`src/rtl/math_display_scan.sv`:
```
// Snapshot register plus four-digit multiplexed 7-segment scanner for the
// 4-bit add/subtract stage; every output is registered.
module math_display_scan #(
   parameter int REFRESH_DIV = 4,
   parameter bit ACTIVE_LOW  = 1'b1
) (
   input  logic       clk,
   input  logic       rst_n,
   input  logic       load,
   input  logic [3:0] a_in,
   input  logic [3:0] b_in,
   input  logic [3:0] sum_in,
   input  logic [3:0] diff_in,
   input  logic       blank,
   output logic [6:0] seg,
   output logic [3:0] an
);

   localparam int            CW      = (REFRESH_DIV > 2) ? $clog2(REFRESH_DIV) : 1;
   localparam logic [CW-1:0] DIV_MAX = CW'(REFRESH_DIV - 1);
   localparam logic [6:0]    SEG_OFF = ACTIVE_LOW ? 7'h7F : 7'h00;
   localparam logic [3:0]    AN_OFF  = ACTIVE_LOW ? 4'hF : 4'h0;

   function automatic logic [6:0] hex_decode(input logic [3:0] v);
      logic [6:0] s;
      case (v)
         4'h0:    s = 7'h3F;
         4'h1:    s = 7'h06;
         4'h2:    s = 7'h5B;
         4'h3:    s = 7'h4F;
         4'h4:    s = 7'h66;
         4'h5:    s = 7'h6D;
         4'h6:    s = 7'h7D;
         4'h7:    s = 7'h07;
         4'h8:    s = 7'h7F;
         4'h9:    s = 7'h6F;
         4'hA:    s = 7'h77;
         4'hB:    s = 7'h7C;
         4'hC:    s = 7'h39;
         4'hD:    s = 7'h5E;
         4'hE:    s = 7'h79;
         4'hF:    s = 7'h71;
         default: s = 7'h00;
      endcase
      return s;
   endfunction

   logic [CW-1:0] div_cnt_q, div_cnt_d;
   logic [1:0]    digit_idx_q, digit_idx_d;
   logic [15:0]   snap_q, snap_d;        // {a, b, sum, diff}
   logic [6:0]    seg_q, seg_d;
   logic [3:0]    an_q, an_d;
   logic [3:0]    nibble_s;
   logic [6:0]    seg_on_s;
   logic [3:0]    an_on_s;

   // Next-state for refresh counter, scanner and snapshot.
   always_comb begin
      div_cnt_d   = div_cnt_q;
      digit_idx_d = digit_idx_q;
      snap_d      = snap_q;
      if (div_cnt_q == DIV_MAX) begin
         div_cnt_d   = '0;
         digit_idx_d = digit_idx_q + 2'd1;
      end else begin
         div_cnt_d   = div_cnt_q + CW'(1);
      end
      if (load) begin
         snap_d = {a_in, b_in, sum_in, diff_in};
      end else begin
         snap_d = snap_q;
      end
   end

   // Output decode; the first cycle of every slot is dark so the previous
   // digit's segments never ghost onto the newly enabled anode.
   always_comb begin
      nibble_s = 4'h0;
      seg_on_s = 7'h00;
      an_on_s  = 4'h0;
      case (digit_idx_q)
         2'd0:    nibble_s = snap_q[3:0];
         2'd1:    nibble_s = snap_q[7:4];
         2'd2:    nibble_s = snap_q[11:8];
         2'd3:    nibble_s = snap_q[15:12];
         default: nibble_s = 4'h0;
      endcase
      if (blank || (div_cnt_q == '0)) begin
         seg_on_s = 7'h00;
         an_on_s  = 4'h0;
      end else begin
         seg_on_s = hex_decode(nibble_s);
         an_on_s  = 4'b0001 << digit_idx_q;
      end
      seg_d = ACTIVE_LOW ? ~seg_on_s : seg_on_s;
      an_d  = ACTIVE_LOW ? ~an_on_s  : an_on_s;
   end

   // State and output registers.
   always_ff @(posedge clk or negedge rst_n) begin
      if (!rst_n) begin
         div_cnt_q   <= '0;
         digit_idx_q <= 2'd0;
         snap_q      <= 16'h0000;
         seg_q       <= SEG_OFF;
         an_q        <= AN_OFF;
      end else begin
         div_cnt_q   <= div_cnt_d;
         digit_idx_q <= digit_idx_d;
         snap_q      <= snap_d;
         seg_q       <= seg_d;
         an_q        <= an_d;
      end
   end

   assign seg = seg_q;
   assign an  = an_q;

endmodule

```
`config.mk`:
```
export PLATFORM = sky130hd
export DESIGN_NAME = math_display_scan
export DESIGN_NICKNAME = d
export VERILOG_FILES = /design/src/rtl/math_display_scan.sv
export SDC_FILE = /design/constraint.sdc
export NUM_CORES = 1
export LEC_CHECK = 0
export CELL_PAD_IN_SITES_DETAIL_PLACEMENT = 0
export CELL_PAD_IN_SITES_GLOBAL_PLACEMENT = 1
export CORE_ASPECT_RATIO = 1.4
export CORE_MARGIN = 8
export CORE_UTILIZATION = 40
export CTS_CLUSTER_DIAMETER = 100
export DETAILED_ROUTE_END_ITERATION = 8
export HOLD_SLACK_MARGIN = 0.05
export PLACE_DENSITY = 0.85
export SYNTH_ARGS = -nofsm -noshare
export SYNTH_HDL_FRONTEND = slang
export SYNTH_SLANG_ARGS = --single-unit
```
`constraint.sdc`:
```
create_clock -name clk -period 2.37 [get_ports clk]
set_input_delay 0.474 -clock clk [delete_from_list [all_inputs] [get_ports clk]]
set_output_delay 0.474 -clock clk [all_outputs]
set_load 0.005 [all_outputs]
```
Word-level counts from Yosys, hierarchy flattened
Memory sizes are Yosys's and may differ from the RTL's.
Cells that the tools add are included.

word-level totals
  bits of input ports = 20
  memory bits (read-only) = 112
  bits in latches = 0
  word-level logic and storage cells = 22
  register bits = 31
  memories = 1
  output and inout port bits = 11
  memory bits (writable) = 0

memories
  name              words  width  read ports  clocked after Yosys merged registers in  write ports  line  text
  (name not given)  16     7      1           0                                        0            26    case (v)

cells by class
  reductions and logical operators = 3
  $add $sub $neg = 2
  $lt $le $gt $ge = 0
  equality and inequality tests = 4
  multipliers = 0
  divide/modulo/power cells = 0
  shift operators = 1
  bitwise gates (word level) = 2
  multiplexer cells = 4

operator list
  operator                                                           number
  4-bit one-hot mux with 4 select lines                              1
  7-bit 2-to-1 mux                                                   1
  7-bit inverter                                                     1
  2-bit == test, second input constant                               3
  2-bit by 1-bit adder with 2-bit output, second input constant      2
  2-bit zero test                                                    2
  4-bit 2-to-1 mux                                                   1
  4-bit inverter                                                     1
  1-bit by 2-bit left shift with 4-bit output, first input constant  1
  2-bit by 1-bit == test with 1-bit output, second input constant    1
  2-bit 2-to-1 mux                                                   1
  1-bit logical OR                                                   1

Logic depth before layout (Yosys ltp)
Gate-level depths: netlist of the first run.
An unclocked memory read counts as a cell.

  depth after elaboration = 5
  depth in mapped cells = 10
  depth with buffers taken out = 10

Worst setup path before layout of the first run
No wires, ideal clock.

  path type = register to register
  start = reg digit_idx_q[0]
  end = reg seg_q[3] (netlist: seg[3])
  slack = 0.268 ns
  buffers on the path = 0
  stages on the path, launching flop included = 11
  clock period less this slack = 2.102 ns
  required time = 2.292 ns
  arrival time = 2.024 ns
  cells stage by stage = dfrtp_1 inv_1 ha_1 a222oi_1 nand2_1 o21ai_1 inv_2 ha_1 nand2_1 and4b_1 a41oi_2

on the way
  longest elaborated chain between the ends = 5
  elaborated cells between the ends (all ways) = 8

ends and longest elaborated chain
  what                                         line  text
  start: declaration                           49    logic [1:0] digit_idx_q, digit_idx_d;
  start signal: assignment                     109   digit_idx_q <= digit_idx_d;
  2-bit == test, or another cell as far along  81    case (digit_idx_q)
  4-bit one-hot mux with 4 select lines (*)    81
  memory read 16 x 7 bit (*)                   -
  7-bit 2-to-1 mux (*)                         88    if (blank || (div_cnt_q == '0)) begin
  7-bit inverter (*)                           95    seg_d = ACTIVE_LOW ? ~seg_on_s : seg_on_s;
  named net seg_d[3]                           51    logic [6:0] seg_q, seg_d;
  end signal: assignment                       111   seg_q <= seg_d;
  end: declaration                             51

Mark *: on every way through the listed nets, which the timed path passes. The rest lies on a longest branch.
A chain may end at the register's enable or synchronous reset.

Worst setup path in the final report of the first run
Same ends and word-level chain as after synthesis.

==> results.sh, run 1 <==
export IMPL_fmax_ghz=0.457
export IMPL_register_area_um2=790
export IMPL_finalHoldViolations=0
export IMPL_synth_area_um2=1500
export IMPL_endpoint="seg[3]"
export IMPL_drive_gt1_share_pct=23.0
export IMPL_synth_mux_area_share_pct=13.7
export IMPL_area_delta_synth_final_pct=32.7
export IMPL_cts_tree="yes"
export IMPL_cpMostUsedCell="nand2_1"
export IMPL_worstSetupStartpoint="digit_idx_q[0]"
export IMPL_power_leakage_nw=0.865
export IMPL_synth_seq_cells=31
export IMPL_rows=26
export IMPL_drtPass1Iterations=5
export IMPL_path_clk_slew_ns=0.06
export IMPL_initial_core_util_pct=41.6
export IMPL_synth_ff_type="dfrtp_1"
export IMPL_rsz0062_at_grt="no"
export IMPL_synth_net_count=155
export IMPL_first_global_vias=1104
export IMPL_max_stage_delay_ns=0.40
export IMPL_die_h_um=88.5
export IMPL_synthSimpleGateAreaFrac_pct=7.42
export IMPL_fin_worst_skew_ns=0.00777
export IMPL_final_setup_tns_ns=0
export IMPL_cp_end_kind="flip-flop"
export IMPL_grt_max_degree=32
export IMPL_post_route_min_period_ns=2.19
export IMPL_synth_edff_count=0
export IMPL_antenna_found_initial=0
export IMPL_r2r_slack_ns=0.18
export IMPL_crit_fanout=6
export IMPL_multi_input_area_um2=656
export IMPL_cts_root_buf="clkbuf_8"
export IMPL_globalplace_congestion=0.836
export IMPL_drv_cap=0
export IMPL_num_nets_final=193
export IMPL_whs_ns=0.466
export IMPL_overflow=0
export IMPL_chipWidth_um=67.8
export IMPL_worstSetupStartpointType="flip-flop"
export IMPL_synth_fa_ha_area_share_pct=10.8
export IMPL_insertedDiodeCount=0
export IMPL_vias=1039
export IMPL_crit_required_ns=2.57
export IMPL_dp_hpwl_mm=2.24
export IMPL_regToRegStartpoint="digit_idx_q[0]"
export IMPL_worstMarginPinSlew_ns=0.631
export IMPL_syn_inst=122
export IMPL_p_per_area_nw_per_um2=632
export IMPL_wl_per_cell_um=14.2
export IMPL_cts_hold_fix_buffers=0
export IMPL_ys_seq_area_share_pct=52.6
export IMPL_crit_arrival_ns=2.39
export IMPL_cts_sinks=31
export IMPL_timing_final_crit_share_pct=92.3
export IMPL_routed_wl_mm=2.88
export IMPL_synthArstFlopShare_pct=100
export IMPL_synth_top_family_by_area="multiplexers"
export IMPL_drt_iter0_drc=20
export IMPL_yosys_cell_types_count=33
export IMPL_yosys_warnings=0
export IMPL_synth_compound_gate_area_share_pct=10.7
export IMPL_remaining_drc_errors=0
export IMPL_io_buffers=30
export IMPL_fillers=302
export IMPL_critPathSlowestCell="dfrtp_1"
export IMPL_slew_headroom_pct=57.8
export IMPL_finalMaxSlewViolations=0
export IMPL_htreeDepth=2
export IMPL_status="finished, final reports clean"
export IMPL_crit_chain="inv_1 -> ha_2 -> a222oi_1 -> nand2_1 -> o21ai_2 -> inv_2 -> ha_1 -> nand2_1 -> and4b_1 -> a41oi_2"
export IMPL_reg2reg_depth=10
export IMPL_finalSetupViolCount=0
export IMPL_detail_route_vias_per_cell=5.12
export IMPL_hold_path_class="reg -> reg"
export IMPL_ioPinCount=31
export IMPL_core_area_um2=3610
export IMPL_synth_xor_area_share_pct=0.583
export IMPL_syn_avg_cell_area_um2=12.3
export IMPL_grt_total_usage_pct=10.8
export IMPL_timing_rr_end="seg[3]"
export IMPL_ant_nets=0
export IMPL_grt_pass1_wl_mm=4.97
export IMPL_clkLatencyLatePin_ns=0.28
export IMPL_critPathKind="reg -> reg"
export IMPL_dieArea_um2=6000
export IMPL_clock_path_buffers=2
export IMPL_cts_buffers=5
export IMPL_ir_worst_vdd_v=0.000498
==> critical path: cells and delay by family (launching register included) <==
family	cells	cell delay [ns]
AOI/OAI and AO/OA	3	0.63
adders and majority gates	2	0.52
buffers and inverters	2	0.20
DFF	1	0.40
and+or+nand+nor	3	0.37
==> cells in the mapped netlist, drive strengths merged (2+ instances only) <==
library cell | n | area, um^2
nand3 | 2 | 10.0
mux2i | 3 | 33.8
o211ai | 2 | 20.0
buf | 3 | 20.0
ha | 13 | 163
nor2 | 3 | 13.8
nand2 | 16 | 60.1
inv | 9 | 33.8
mux2 | 15 | 173
o221ai | 2 | 17.5
o21ai | 8 | 40.0
dfstp | 11 | 289
dfrtp | 20 | 500
a222oi | 4 | 40.0
==> power breakdown <==
group          switching, mW  internal (mW)  total, mW
clock                  0.188          0.340      0.528
sequential            0.0149          0.560      0.574
combinational         0.0760         0.0810      0.157
==> worst min path at each step <==
| stage | start | slack, ns | endpoint | cells past startpoint |
|---|---|---|---|---|
| 2_1_floorplan | rst_n | 0.18 | digit_idx_q[0] | 0 |
| 3_3_place_gp | div_cnt_q[0] | 0.44 | div_cnt_q[0] | 1 |
| 3_5_place_dp | div_cnt_q[0] | 0.47 | div_cnt_q[0] | 1 |
| 4_1_cts | div_cnt_q[0] | 0.48 | div_cnt_q[0] | 1 |
| 5_1_grt | div_cnt_q[0] | 0.50 | div_cnt_q[0] | 1 |
| 6_report | div_cnt_q[0] | 0.47 | div_cnt_q[0] | 1 |
==> state kept, by name, summed over array words and instances (netlist names) <==
| signal | cells |
|---|---|
| digit_idx_q | 2 |
| an | 4 |
| div_cnt_q | 2 |
| snap_q | 16 |
| seg | 7 |
==> final cells by class <==
type | count | share of cell area [%]
Clock buffer | 6 | 4.15
Clock inverter | 2 | 1.76
Inverter | 10 | 1.95
Multi-Input combinational cell | 77 | 32.9
Sequential cell | 31 | 39.6
Tap cell | 42 | 2.64
Timing Repair Buffer | 35 | 17.0
==> metal layers <==
layer	share of wire (%)	track usage, %
met1	36	10.4
met2	55	19.2
met3	7.2	4.94
met4	1.7	4.49
met5	0	0
==> metrics by stage <==
step / worst slack, ns / util (%) / instances / total power [mW] / instance area [um^2]
finish: 0.182 / 55.2 / 203 / 1.26 / 1990
global route: 0.00363 / 55.2 / 203 / 1.33 / 1990
CTS: 0.117 / 54.9 / 202 / 1.28 / 1980
detailed placement: 0.0234 / 51.5 / 194 / 0.741 / 1860
global placement: 0.147 / 51.5 / 194 / 0.735 / 1860
floorplan: 0.268 / - / 122 / 0.674 / 1500
==> placed cells by master, fill, tap and decap left out, types with 4 or more instances in the layout <==
cell | Yosys | layout
nand2_1 | 16 | 16
dfstp_2 | 11 | 11
buf_4 | 2 | 5
clkbuf_8 | 0 | 6
mux2_1 | 13 | 13
a222oi_1 | 4 | 4
inv_1 | 6 | 6
ha_1 | 13 | 12
dfrtp_1 | 20 | 20
clkdlybuf4s50_1 | 0 | 30
o21ai_1 | 7 | 6
==> timing repair <==
| item | 4_1_cts | 5_1_grt |
|---|---|---|
| pin swaps | 0 | 1 |
| endpoints found under the setup margin | 1 | 1 |
| gates resized for setup | 1 | 1 |
| setup buffers | 0 | 1 |
==> cells by family (layout without fill, tap and decap cells) <==
| group | after synthesis | after routing |
|---|---|---|
| muxes | 18 | 18 |
| DFF | 31 | 31 |
| and+or+nand+nor | 24 | 24 |
| xor gates and xnor gates | 1 | 1 |
| AOI/OAI and AO/OA | 21 | 21 |
| buffers and inverters | 14 | 53 |
| adders and majority gates | 13 | 13 |
Note: power is estimated with default switching activity, not from simulation.
==> run 2, diff against run 1 <==
--- a/config.mk
+++ b/config.mk
@@ -14,6 +14,7 @@
 export DETAILED_ROUTE_END_ITERATION = 8
 export HOLD_SLACK_MARGIN = 0.05
 export PLACE_DENSITY = 0.85
+export REMOVE_ABC_BUFFERS = 1
 export SYNTH_ARGS = -nofsm -noshare
 export SYNTH_HDL_FRONTEND = slang
 export SYNTH_SLANG_ARGS = --single-unit
==> results.sh, run 2 (synthesis results as in run 1) <==
export IMPL_antenna_found_initial=0
export IMPL_final_common_cell="clkdlybuf4s50_1"
export IMPL_routed_wl_mm=3.10
export IMPL_wl_per_cell_um=15.2
export IMPL_ioPinCount=31
export IMPL_finalMaxSlewViolations=0
export IMPL_worstSetupStartpointType="flip-flop"
export IMPL_p_per_area_nw_per_um2=635
export IMPL_power_leakage_nw=0.868
export IMPL_grt_pass1_wl_mm=5.18
export IMPL_regMostFlops="snap_q"
export IMPL_grt_total_usage_pct=11.6
export IMPL_initial_core_util_pct=41.6
export IMPL_finalHoldViolations=0
export IMPL_ant_nets=0
export IMPL_vias=1067
export IMPL_finalSetupViolCount=0
export IMPL_crit_arrival_ns=2.34
export IMPL_cts_hold_fix_buffers=0
export IMPL_finalNonFillerCells=204
export IMPL_rsz0062_at_grt="no"
export IMPL_comb_power_share_pct=12.8
export IMPL_swShare_pct=22.6
export IMPL_final_setup_tns_ns=0
export IMPL_globalplace_congestion=0.820
export IMPL_ir_worst_vdd_v=0.000442
export IMPL_first_global_vias=1185
export IMPL_cts_sinks=31
export IMPL_final_cell_mix="clkdlybuf4s50_1, dfrtp_1, nand2_1, mux2_1, ha_1"
export IMPL_post_route_min_period_ns=2.16
export IMPL_largest_register_ffs=16
export IMPL_whs_ns=0.456
export IMPL_drt_iter0_drc=21
export IMPL_die_h_um=88.5
export IMPL_p_clk_share_pct=41.9
export IMPL_overflow=0
export IMPL_hold_path_class="reg -> reg"
export IMPL_status="finished, final reports clean"
export IMPL_drtPass1Iterations=4
export IMPL_r2r_slack_ns=0.21
export IMPL_crit_fanout=8
export IMPL_area_delta_synth_final_pct=33.2
export IMPL_cp_end_kind="flip-flop"
export IMPL_dp_hpwl_mm=2.40
export IMPL_clock_path_buffers=2
export IMPL_dieArea_um2=6000
export IMPL_clkLatencyLatePin_ns=0.28
export IMPL_worstMarginPinSlew_ns=0.615
export IMPL_fmax_ghz=0.464
export IMPL_timing_final_crit_share_pct=90.9
export IMPL_chipWidth_um=67.8
export IMPL_cts_root_buf="clkbuf_8"
export IMPL_insertedDiodeCount=0
export IMPL_cts_buffers=5
export IMPL_fin_worst_skew_ns=0.00385
export IMPL_drv_cap=0
export IMPL_p_int_uw=982
export IMPL_htreeDepth=2
export IMPL_drive_gt1_share_pct=23.5
export IMPL_core_area_um2=3610
export IMPL_io_buffers=30
export IMPL_fillers=327
export IMPL_detail_route_vias_per_cell=5.23
export IMPL_path_clk_slew_ns=0.06
export IMPL_critPathKind="reg -> reg"
export IMPL_placed_cells=195
export IMPL_grt_max_degree=32
export IMPL_num_nets_final=194
export IMPL_p_switching_uw=287
export IMPL_slew_headroom_pct=57.9
export IMPL_cts_tree="yes"
export IMPL_remaining_drc_errors=0
export IMPL_rows=26
export IMPL_crit_required_ns=2.55
export IMPL_seqPwrFrac_pct=45.3
run 2: cell count changes in the layout (fill, tap and decap cells not counted):
cell,previous run,this run
buf_4,5,6
run 2: worst paths after layout:
check	start	to	cells after the start
worst max-delay path	digit_idx_q[0]	seg[3]	9
worst min-delay path	div_cnt_q[0]	div_cnt_q[0]	1
worst max register to register	digit_idx_q[0]	seg[3]	9
worst min register to register	div_cnt_q[0]	div_cnt_q[0]	1
max in group asynchronous	rst_n	seg[5]	2
min in group asynchronous	rst_n	snap_q[7]	2
run 2: critical path, stage by stage, from the launching register on:
cell and delay, ns:
dfrtp_1 0.38, buf_4 0.15, ha_1 0.25, a222oi_1 0.30, mux2_2 0.34, inv_2 0.06, ha_1 0.26, nand2_1 0.07
and4b_1 0.20, a41oi_2 0.04
run 2: cell type report:
| cell class | instances | area (um^2) | area share [%] |
|---|---|---|---|
| Clock buffer | 6 | 82.6 | 4.13 |
| Clock inverter | 2 | 35.0 | 1.75 |
| Inverter | 10 | 38.8 | 1.94 |
| Multi-Input combinational cell | 77 | 656 | 32.8 |
| Sequential cell | 31 | 790 | 39.5 |
| Tap cell | 42 | 52.6 | 2.63 |
| Timing Repair Buffer | 36 | 345 | 17.3 |
run 2: metal layers:
layer	track usage, %	vias up	wire [um]
met2	21.3	30	1740
met1	10.2	529	1080
met3	5.45	5	238
met5	0	-	0
met4	5.61	0	40
li1	-	503	-
run 2: power groups by stage:
stage,registers (mW),clock network (mW),logic [mW]
floorplan,0.577,0,0.0890
global placement,0.582,0,0.155
detailed placement,0.584,0,0.163
CTS,0.575,0.543,0.165
global route,0.577,0.570,0.182
finish,0.575,0.532,0.163
run 2: repair_timing:
| action | in CTS | in global routing |
|---|---|---|
| endpoints found under the setup margin | 0 | 3 |
| buffers inserted | 0 | 1 |
| gates resized for setup | 0 | 2 |
run 2: metrics by stage:
stage          utilization [%]  setup slack [ns]  cell area [um^2]  power (mW)
2_1_floorplan                -             0.268              1480       0.666
5_1_grt                   55.4            0.0154              2000        1.33
3_5_place_dp              51.7             0.133              1870       0.747
3_3_place_gp              51.7             0.208              1870       0.737
6_report                  55.4             0.215              2000        1.27
4_1_cts                   55.0            0.0946              1990        1.28
==> run 3, diff against run 2 <==
==> constraint.sdc (replaced) <==
create_clock -name clk -period 1.99 [get_ports clk]
set_input_delay 0.398 -clock clk [delete_from_list [all_inputs] [get_ports clk]]
set_output_delay 0.398 -clock clk [all_outputs]
set_load 0.005 [all_outputs]
==> results.sh, run 3 (synthesis results as in run 1) <==
export IMPL_dp_slack_ns=-0.163
export IMPL_timing_final_crit_share_pct=101
export IMPL_core_area_um2=3610
export IMPL_top_usage_layer="met2"
export IMPL_crit_chain="inv_2 -> ha_4 -> a222oi_1 -> mux2_4 -> inv_4 -> ha_4 -> nand2_1 -> and4b_1 -> a41oi_2"
export IMPL_cp_end_kind="flip-flop"
export IMPL_ir_worst_vdd_v=0.000489
export IMPL_cts_root_buf="clkbuf_8"
export IMPL_area_delta_synth_final_pct=44.5
export IMPL_dp_hpwl_mm=2.38
export IMPL_rows=26
export IMPL_finalNonFillerCells=219
export IMPL_detail_route_vias_per_cell=5.14
export IMPL_placed_cells=208
export IMPL_layout_setup_ws_ns=-0.0254
export IMPL_final_cell_mix="clkdlybuf4s50_1, dfrtp_1, buf_4, nand2_1, mux2_1"
export IMPL_cts_buffers=5
export IMPL_clkLatencyLatePin_ns=0.28
export IMPL_globalplace_congestion=0.850
export IMPL_fmax_ghz=0.496
export IMPL_clock_path_buffers=2
export IMPL_cpMostUsedCell="ha_4"
export IMPL_slew_headroom_pct=64.9
export IMPL_post_route_min_period_ns=2.02
export IMPL_drive_gt1_share_pct=37.3
export IMPL_cts_tree="yes"
export IMPL_worstSetupStartpointType="flip-flop"
export IMPL_grt_pass1_wl_mm=5.58
export IMPL_insertedDiodeCount=0
export IMPL_path_clk_slew_ns=0.06
export IMPL_die_h_um=88.5
export IMPL_remaining_drc_errors=0
export IMPL_power_leakage_nw=0.936
export IMPL_p_per_area_nw_per_um2=637
export IMPL_num_nets_final=209
export IMPL_drv_cap=0
export IMPL_chipWidth_um=67.8
export IMPL_finalMaxSlewViolations=0
export IMPL_max_stage_delay_ns=0.42
export IMPL_cts_sinks=31
export IMPL_htreeDepth=2
export IMPL_grt_max_degree=32
export IMPL_finalSetupViolCount=2
export IMPL_routed_wl_mm=3.23
export IMPL_drtPass1Iterations=4
export IMPL_status="complete, but fails checks"
export IMPL_cts_hold_fix_buffers=0
export IMPL_initial_core_util_pct=41.6
export IMPL_wl_per_cell_um=14.7
export IMPL_crit_fanout=5
export IMPL_rsz0062_at_grt="yes"
export IMPL_violations="setup timing"
export IMPL_use_met1_pct=11.1
export IMPL_critPathKind="reg -> reg"
export IMPL_ant_nets=0
export IMPL_use_met3_pct=4.94
export IMPL_finalHoldViolations=0
export IMPL_vias=1125
export IMPL_grt_total_usage_pct=12.2
export IMPL_crit_required_ns=2.17
export IMPL_critPathSlowestCell="dfrtp_1"
export IMPL_largest_register_ffs=16
export IMPL_drt_iter0_drc=34
export IMPL_regMostFlops="snap_q"
export IMPL_worstMarginPinSlew_ns=0.526
export IMPL_power_mw=1.38
export IMPL_overflow=0
export IMPL_hold_path_class="reg -> reg"
export IMPL_fillers=295
export IMPL_fin_worst_skew_ns=0.00502
export IMPL_grt_use_met2_pct=22.6
export IMPL_first_global_vias=1251
export IMPL_final_common_cell="clkdlybuf4s50_1"
export IMPL_crit_arrival_ns=2.19
export IMPL_dieArea_um2=6000
export IMPL_antenna_found_initial=0
export IMPL_ioPinCount=31
export IMPL_io_buffers=30
[run 3: cell count changes in the layout (fill, tap and decap cells not counted), sizes merged]
cell / previous run / this run
buf: 6 / 21
clkbuf: 6 / 5
clkinv: 2 / 4
bufinv: 1 / 0
[run 3: final timing paths]
check	startpoint	to	slack, ns	depth (start not counted)
setup / recovery	digit_idx_q[0]	seg[3]	-0.03	9
min in group asynchronous	rst_n	snap_q[3]	0.50	2
max in group asynchronous	rst_n	an[0]	1.17	2
hold reg to reg	div_cnt_q[0]	div_cnt_q[0]	0.47	1
setup reg to reg	digit_idx_q[0]	seg[3]	-0.03	9
hold / removal	div_cnt_q[0]	div_cnt_q[0]	0.47	1
[run 3: power by group]
| group | internal, mW | switching [mW] |
|---|---|---|
| combinational | 0.127 | 0.114 |
| clock | 0.238 | 0.219 |
| sequential | 0.667 | 0.0169 |
| total | 1.03 | 0.349 |
[run 3: metrics by stage]
stage | TNS (ns) | util [%] | hold slack [ns] | instance area (um^2)
finish | -0.0315 | 60.1 | 0.469 | 2170
global route | -0.742 | 60.1 | 0.492 | 2170
CTS | -0.00196 | 59.2 | 0.471 | 2140
detailed placement | -0.540 | 54.4 | 0.460 | 1970
global placement | -0.133 | 54.4 | 0.442 | 1970
floorplan | -0.114 | - | 0.102 | 1480
[run 3: final cells by class]
type / count / area (um^2) / share of cell area [%]
Clock buffer: 5 / 68.8 / 3.17
Clock inverter: 3 / 15.0 / 0.692
Tap cell: 42 / 52.6 / 2.42
Timing Repair Buffer: 51 / 462 / 21.3
Inverter: 10 / 41.3 / 1.90
Sequential cell: 31 / 790 / 36.4
Multi-Input combinational cell: 77 / 741 / 34.1
[run 3: what timing repair did]
item / CTS / global route
pin swaps: 3 / 5
setup endpoints to repair: 7 / 7
resized for setup: 16 / 6
setup buffers: 1 / 2
gates cloned: 0 / 0
endpoints found under the hold margin: 0 / 0
[run 3: worst max-delay path: cells and delay by family, from the launching register on]
| family | cells | cell delay (ns) |
|---|---|---|
| AND/OR/NAND/NOR | 2 | 0.26 |
| adder cells (fa/ha/maj) | 2 | 0.36 |
| flip-flops | 1 | 0.42 |
| AO/OA/AOI/OAI | 2 | 0.45 |
| multiplexers | 1 | 0.29 |
| buffers and inverters | 2 | 0.13 |
[run 3: per-layer routing]
metal,vias up,part of all wire (%),wire (um)
met5,-,0,0
met4,0,2.3,74
met3,8,5.9,189
met2,34,56,1800
met1,553,36,1160
li1,530,-,-
